**src/rtl/bmp180_pkg.sv**
```systemverilog
// Shared definitions for the BMP180 byte collector: frame types, byte counts
// and collector FSM states.
package bmp180_pkg;

  typedef enum logic [1:0] {
    FT_ID  = 2'd0,
    FT_CAL = 2'd1,
    FT_UT  = 2'd2,
    FT_UP  = 2'd3
  } frame_type_t;

  typedef enum logic [1:0] {
    ST_IDLE    = 2'd0,
    ST_COLLECT = 2'd1,
    ST_DONE    = 2'd2
  } state_t;

  localparam int         CAL_WORDS = 11;
  localparam logic [4:0] ID_BYTES  = 5'd1;
  localparam logic [4:0] CAL_BYTES = 5'd22;
  localparam logic [4:0] UT_BYTES  = 5'd2;
  localparam logic [4:0] UP_BYTES  = 5'd3;

  function automatic logic [4:0] frame_bytes(input frame_type_t ft);
    logic [4:0] n;
    n = ID_BYTES;
    case (ft)
      FT_ID:  n = ID_BYTES;
      FT_CAL: n = CAL_BYTES;
      FT_UT:  n = UT_BYTES;
      FT_UP:  n = UP_BYTES;
      default: n = ID_BYTES;
    endcase
    return n;
  endfunction

endpackage

```
**src/rtl/bmp180_cal_regfile.sv**
```systemverilog
// 11 x 16-bit calibration word store: one write port, one registered read port.
// Out-of-range read addresses return zero.
module bmp180_cal_regfile
  import bmp180_pkg::*;
(
  input  logic        clk,
  input  logic        rst,
  input  logic [3:0]  i_wr_idx,
  input  logic [15:0] i_wr_data,
  input  logic        i_wr_en,
  input  logic [3:0]  i_rd_addr,
  output logic [15:0] o_rd_data
);

  logic [15:0] r_words [CAL_WORDS];
  logic [15:0] r_rd_data;

  for (genvar gi = 0; gi < CAL_WORDS; gi++) begin : g_word
    always_ff @(posedge clk or posedge rst) begin
      if (rst) begin
        r_words[gi] <= '0;
      end else if (i_wr_en && (i_wr_idx == 4'(gi))) begin
        r_words[gi] <= i_wr_data;
      end
    end
  end

  always_ff @(posedge clk or posedge rst) begin
    if (rst) begin
      r_rd_data <= '0;
    end else if (int'(i_rd_addr) < CAL_WORDS) begin
      r_rd_data <= r_words[i_rd_addr];
    end else begin
      r_rd_data <= '0;
    end
  end

  assign o_rd_data = r_rd_data;

endmodule

```
**src/rtl/bmp180_data_collector.sv**
```systemverilog
// Assembles BMP180 I2C byte streams into chip ID, calibration words and raw
// temperature/pressure readings, committing results one frame at a time.
module bmp180_data_collector
  import bmp180_pkg::*;
(
  input  logic        clk,
  input  logic        reset,
  input  logic        received,
  input  logic [7:0]  datareceive,
  input  logic        frameStart,
  input  logic [1:0]  frameType,
  input  logic [1:0]  oss,
  input  logic        errClr,
  input  logic [3:0]  rdAddr,
  output logic [15:0] rdData,
  output logic [7:0]  chipId,
  output logic [15:0] ut,
  output logic [18:0] up,
  output logic        calValid,
  output logic        busy,
  output logic        frameDone,
  output logic        error
);

  state_t      r_state;
  frame_type_t r_type;
  logic [1:0]  r_oss;
  logic [4:0]  r_count;
  logic [23:0] r_shadow;
  logic        r_rcv_prev;
  logic [7:0]  r_chip_id;
  logic [15:0] r_ut;
  logic [18:0] r_up;
  logic        r_cal_valid;
  logic        r_busy;
  logic        r_frame_done;
  logic        r_error;

  logic        w_edge;
  logic        w_full;
  logic        w_take;
  logic        w_err_set;
  logic        w_cal_we;
  logic [3:0]  w_cal_idx;
  logic [15:0] w_cal_data;
  logic [23:0] w_up_shifted;

  assign w_edge       = received & ~r_rcv_prev;
  assign w_full       = (r_count == frame_bytes(r_type));
  assign w_take       = (r_state == ST_COLLECT) && w_edge && !frameStart && !w_full;
  // A byte edge outside COLLECT is a protocol error unless a new frame opens on it.
  assign w_err_set    = w_edge && !frameStart && (r_state != ST_COLLECT);
  assign w_cal_we     = w_take && (r_type == FT_CAL) && r_count[0];
  assign w_cal_idx    = r_count[4:1];
  assign w_cal_data   = {r_shadow[7:0], datareceive};
  assign w_up_shifted = r_shadow >> (4'd8 - {2'b00, r_oss});

  always_ff @(posedge clk or posedge reset) begin
    if (reset) begin
      r_state      <= ST_IDLE;
      r_type       <= FT_ID;
      r_oss        <= '0;
      r_count      <= '0;
      r_shadow     <= '0;
      r_rcv_prev   <= 1'b0;
      r_chip_id    <= '0;
      r_ut         <= '0;
      r_up         <= '0;
      r_cal_valid  <= 1'b0;
      r_busy       <= 1'b0;
      r_frame_done <= 1'b0;
      r_error      <= 1'b0;
    end else begin
      r_rcv_prev   <= received;
      r_frame_done <= 1'b0;
      r_error      <= w_err_set | (r_error & ~errClr);
      if (frameStart) begin
        r_state  <= ST_COLLECT;
        r_type   <= frame_type_t'(frameType);
        r_oss    <= oss;
        r_count  <= '0;
        r_shadow <= '0;
        r_busy   <= 1'b1;
        if (frame_type_t'(frameType) == FT_CAL) begin
          r_cal_valid <= 1'b0;
        end
      end else begin
        case (r_state)
          ST_IDLE: begin
          end
          ST_COLLECT: begin
            if (w_full) begin
              // Results land on entry to DONE so they are valid alongside frameDone.
              r_state      <= ST_DONE;
              r_busy       <= 1'b0;
              r_frame_done <= 1'b1;
              case (r_type)
                FT_ID:  r_chip_id   <= r_shadow[7:0];
                FT_CAL: r_cal_valid <= 1'b1;
                FT_UT:  r_ut        <= r_shadow[15:0];
                FT_UP:  r_up        <= w_up_shifted[18:0];
                default: begin
                end
              endcase
            end else if (w_take) begin
              r_count  <= r_count + 5'd1;
              r_shadow <= {r_shadow[15:0], datareceive};
            end
          end
          ST_DONE: r_state <= ST_IDLE;
          default: r_state <= ST_IDLE;
        endcase
      end
    end
  end

  bmp180_cal_regfile u_cal_regfile (
    .clk       (clk),
    .rst       (reset),
    .i_wr_idx  (w_cal_idx),
    .i_wr_data (w_cal_data),
    .i_wr_en   (w_cal_we),
    .i_rd_addr (rdAddr),
    .o_rd_data (rdData)
  );

  assign chipId    = r_chip_id;
  assign ut        = r_ut;
  assign up        = r_up;
  assign calValid  = r_cal_valid;
  assign busy      = r_busy;
  assign frameDone = r_frame_done;
  assign error     = r_error;

endmodule

```
**config.mk**
```make
export PLATFORM = sky130hd
export DESIGN_NAME = bmp180_data_collector
export DESIGN_NICKNAME = d
export VERILOG_FILES = /design/src/rtl/bmp180_pkg.sv /design/src/rtl/bmp180_cal_regfile.sv /design/src/rtl/bmp180_data_collector.sv
export SDC_FILE = /design/constraint.sdc
export NUM_CORES = 1
export LEC_CHECK = 0
export CORE_ASPECT_RATIO = 0.75
export CORE_MARGIN = 2
export CORE_UTILIZATION = 60
export CTS_BUF_LIST = sky130_fd_sc_hd__clkbuf_8
export CTS_CLUSTER_SIZE = 30
export DETAILED_ROUTE_END_ITERATION = 6
export GPL_TIMING_DRIVEN = 1
export PLACE_DENSITY_LB_ADDON = 0.3
export SLEW_MARGIN = 10
export SYNTH_ARGS = -nofsm -noshare
export SYNTH_HDL_FRONTEND = slang
export SYNTH_SLANG_ARGS = --single-unit
```
**constraint.sdc**
```tcl
create_clock -name clk -period 14.4 [get_ports clk]
set_input_delay 3.6 -clock clk [delete_from_list [all_inputs] [get_ports clk]]
set_output_delay 3.6 -clock clk [all_outputs]
set_load 0.01 [all_outputs]
```
==> flow_summary.json <==
{
  "grt_max_degree": 127,
  "ys_seq_area_share_pct": 54.7,
  "synth.avg_cell_area_sq_um": 13.8,
  "slowest_delay_ps": 690,
  "die-height_microns": 129,
  "cts_max_path_buffers": 3,
  "vias": 7719,
  "rows": 45,
  "hpwl_microns": 17000,
  "ys_warn_count": 0,
  "dieArea_sq_um": 22100,
  "io_buffers": 83,
  "cts_root_buf": "clkbuf_8",
  "syn-num-nets": 937,
  "grt.total_usage_pct": 25.7,
  "postCtsSetupBuffers": 0,
  "drv_cap": 0,
  "cts.repair.resized": 0,
  "fin_nets": 995,
  "core-area_sq_um": 20400,
  "setup_violations": 0,
  "routed_wl_microns": 27000,
  "synth.distinct_cells": 41,
  "synth-seq-cells": 275,
  "start_kind": "input port",
  "cp_max_fo": 42,
  "n_antenna_cell": 0,
  "n_fill_cell": 1454,
  "drive_gt1_share_pct": 34.9,
  "gp_congestion": 0.760,
  "min-delay-start": "u_cal_regfile.r_words[148]$_DFFE_PP0P_",
  "cts_sinks": 275,
  "ir_drop_mv": 0.0675,
  "endpoint_kind": "flip-flop",
  "rsz0062_at_grt": "no",
  "hold_viol": 0,
  "fin_worst_skew_ps": 14.7,
  "antenna_found_initial": 0,
  "grt_overflow": 0,
  "syn_area_sq_um": 12600,
  "grt_pass1_vias": 7696,
  "cts_tree": "yes",
  "viasPerCell": 6.07,
  "io_pins": 84,
  "clk_pin_slew_worst_paths_ps": 50,
  "required_ps": 14800,
  "start_util_pct": 61.7,
  "fmax_ghz": 0.165,
  "critPathKind": "in2reg",
  "fin_crit_ps": 6050,
  "synth_flop_cell": "dfrtp_1",
  "slew-limit-headroom_pct": 30.1,
  "slew_viol_final": 0,
  "dr.pass1.iters": 4,
  "cts_made_buffers": 43,
  "whs_path_depth": 1,
  "reg2reg_to": "u_cal_regfile.r_words[0]$_DFFE_PP0P_",
  "place_area_sq_um": 13500,
  "tightest_slew_ps": 1050,
  "setup_tns_ps": 0,
  "status": "completed",
  "async_flop_share_pct": 100,
  "leakagePower_uw": 0.00683,
  "synth_cells": 909,
  "grt_pass1_wl_microns": 43400,
  "ant_nets": 0,
  "htree_levels": 2,
  "routedWlPerCell_microns": 21.3,
  "fin_area_sq_um": 14200,
  "path_cells": "clkdlybuf4s50_1, buf_4, or3b_2, nor4_2, nand3_1, mux2_2",
  "die_w_microns": 171,
  "drt-initial-drc-count": 624,
  "reg2reg_depth": 6,
  "area_growth_pct": 13.2,
  "clk_latency_ps": 540,
  "p_total_uw": 1500,
  "crit_arrival_ps": 6450,
  "worst_hold_path_type": "reg2reg",
  "slowest_stage": "nand3_1",
  "synth_edf_count": 0,
  "fin_crit_sh_pct": 42.0,
  "r2r_slack_ps": 11090,
  "whs_endpoint": "u_cal_regfile.r_words[148]$_DFFE_PP0P_",
  "p_per_area_nw_per_um2": 106,
  "hold_buffers": 0,
  "drc": 0,
  "crit-reg2reg-launch": "r_type[0]$_DFFE_PP0P_"
}
## worst max-delay path by stage
stage | from | depth (start not counted) | end | slack [ps]
floorplan | reset | 1 | busy$_DFFE_PP0P_ | 3220
global placement | frameStart | 6 | u_cal_regfile.r_words[114]$_DFFE_PP0P_ | 7850
detailed placement | frameStart | 6 | u_cal_regfile.r_words[116]$_DFFE_PP0P_ | 7810
CTS | frameStart | 6 | u_cal_regfile.r_words[116]$_DFFE_PP0P_ | 8360
global route | frameStart | 6 | u_cal_regfile.r_words[116]$_DFFE_PP0P_ | 8180
finish | frameStart | 6 | u_cal_regfile.r_words[116]$_DFFE_PP0P_ | 8350
## report_power, final
part / internal [uW] / leakage (uW) / switching, uW
clock: 310 / 0.000449 / 286
sequential: 783 / 0.00382 / 13.4
combinational: 42.8 / 0.00257 / 67.8
total: 1140 / 0.00683 / 368
## cells in the final DEF (no fill, tap or decap), types with 2 or more instances in the layout
cell type        instances
nor2_1                  25
clkdlybuf4s50_1         81
nor3_1                   3
nand2b_1                 3
buf_4                    9
nand2_1                 27
xnor2_1                  2
nand3_1                 29
nand3b_1                 2
mux2_2                 220
and3_1                   4
buf_2                    2
dfrtp_1                275
mux4_2                  42
inv_1                   23
mux2_4                  10
nor4_2                   3
nor2b_1                  5
o21ai_0                 40
clkbuf_8                50
mux2i_1                 43
ha_1                     7
a21oi_1                 47
o22ai_1                 17
or3_1                    2
nand4_4                  2
## kinds of logic (layout without fill, tap and decap cells)
family          after synthesis  after routing  synth area share, %
mux                         315            315                 31.8
compound gates              111            111                 4.93
flops                       275            275                 54.7
buf+inv                      87            167                 2.92
fa+ha+maj                     7              7                0.696
simple gates                112            112                 4.76
xor+xnor                      2              2                0.139
## per-stage QoR
| step | setup WS [ps] | utilization, % | hold WS [ps] | std cells |
|---|---|---|---|---|
| 2_1_floorplan | 3220 | - | 474 | 909 |
| 6_report | 8350 | 69.9 | 501 | 1271 |
| 3_3_place_gp | 7850 | 66.2 | 476 | 1204 |
| 4_1_cts | 8360 | 69.9 | 504 | 1271 |
| 3_5_place_dp | 7810 | 66.2 | 491 | 1204 |
| 5_1_grt | 8180 | 69.9 | 513 | 1271 |
## flip-flops by register name, indices dropped and copies added, names as in the netlist
name                     flops
u_cal_regfile.r_words      176
r_shadow                    24
up                          19
u_cal_regfile.o_rd_data     16
ut                          16
chipId                       8
r_count                      5
r_oss                        2
r_state                      2
r_type                       2
busy                         1
calValid                     1
error                        1
frameDone                    1
r_rcv_prev                   1
## cell type report
| class | count | area (sq um) | share of cell area [%] |
|---|---|---|---|
| clock buffers | 50 | 688 | 4.83 |
| clock inverters | 17 | 65.1 | 0.457 |
| well taps | 282 | 353 | 2.48 |
| multi-input cells | 547 | 5330 | 37.4 |
| inverters | 8 | 37.5 | 0.264 |
| flip-flops and latches | 275 | 6880 | 48.3 |
| repair buffers | 92 | 888 | 6.24 |
## worst max-delay path, delay by kind of cell
kind                   cells  cell delay (ps)
AND/OR/NAND/NOR            3             1640
buffers and inverters      2              660
multiplexers               1              530
## Yosys cell counts (8+ instances only)
library cell | count | area, sq um
mux2i_1 | 43 | 430
o21ai_0 | 40 | 200
inv_1 | 8 | 30.0
o22ai_1 | 17 | 106
clkbuf_1 | 51 | 191
mux2_2 | 220 | 2480
dfrtp_1 | 275 | 6880
nor2_1 | 25 | 93.8
mux2_4 | 10 | 150
buf_1 | 9 | 33.8
nand2_1 | 27 | 101
buf_2 | 14 | 70.1
nand3_1 | 29 | 145
a21oi_1 | 47 | 235
mux4_2 | 42 | 946
## metal layers
layer | share of wire [%] | vias to the layer above | track usage (%)
met1 | 48 | 4026 | 41.6
met3 | 7.5 | 40 | 6.14
met2 | 43 | 235 | 35.0
met4 | 1.6 | 0 | 6.68
li1 | - | 3418 | -
met5 | 0 | - | 0
Note: power is estimated with default switching activity, not from simulation.
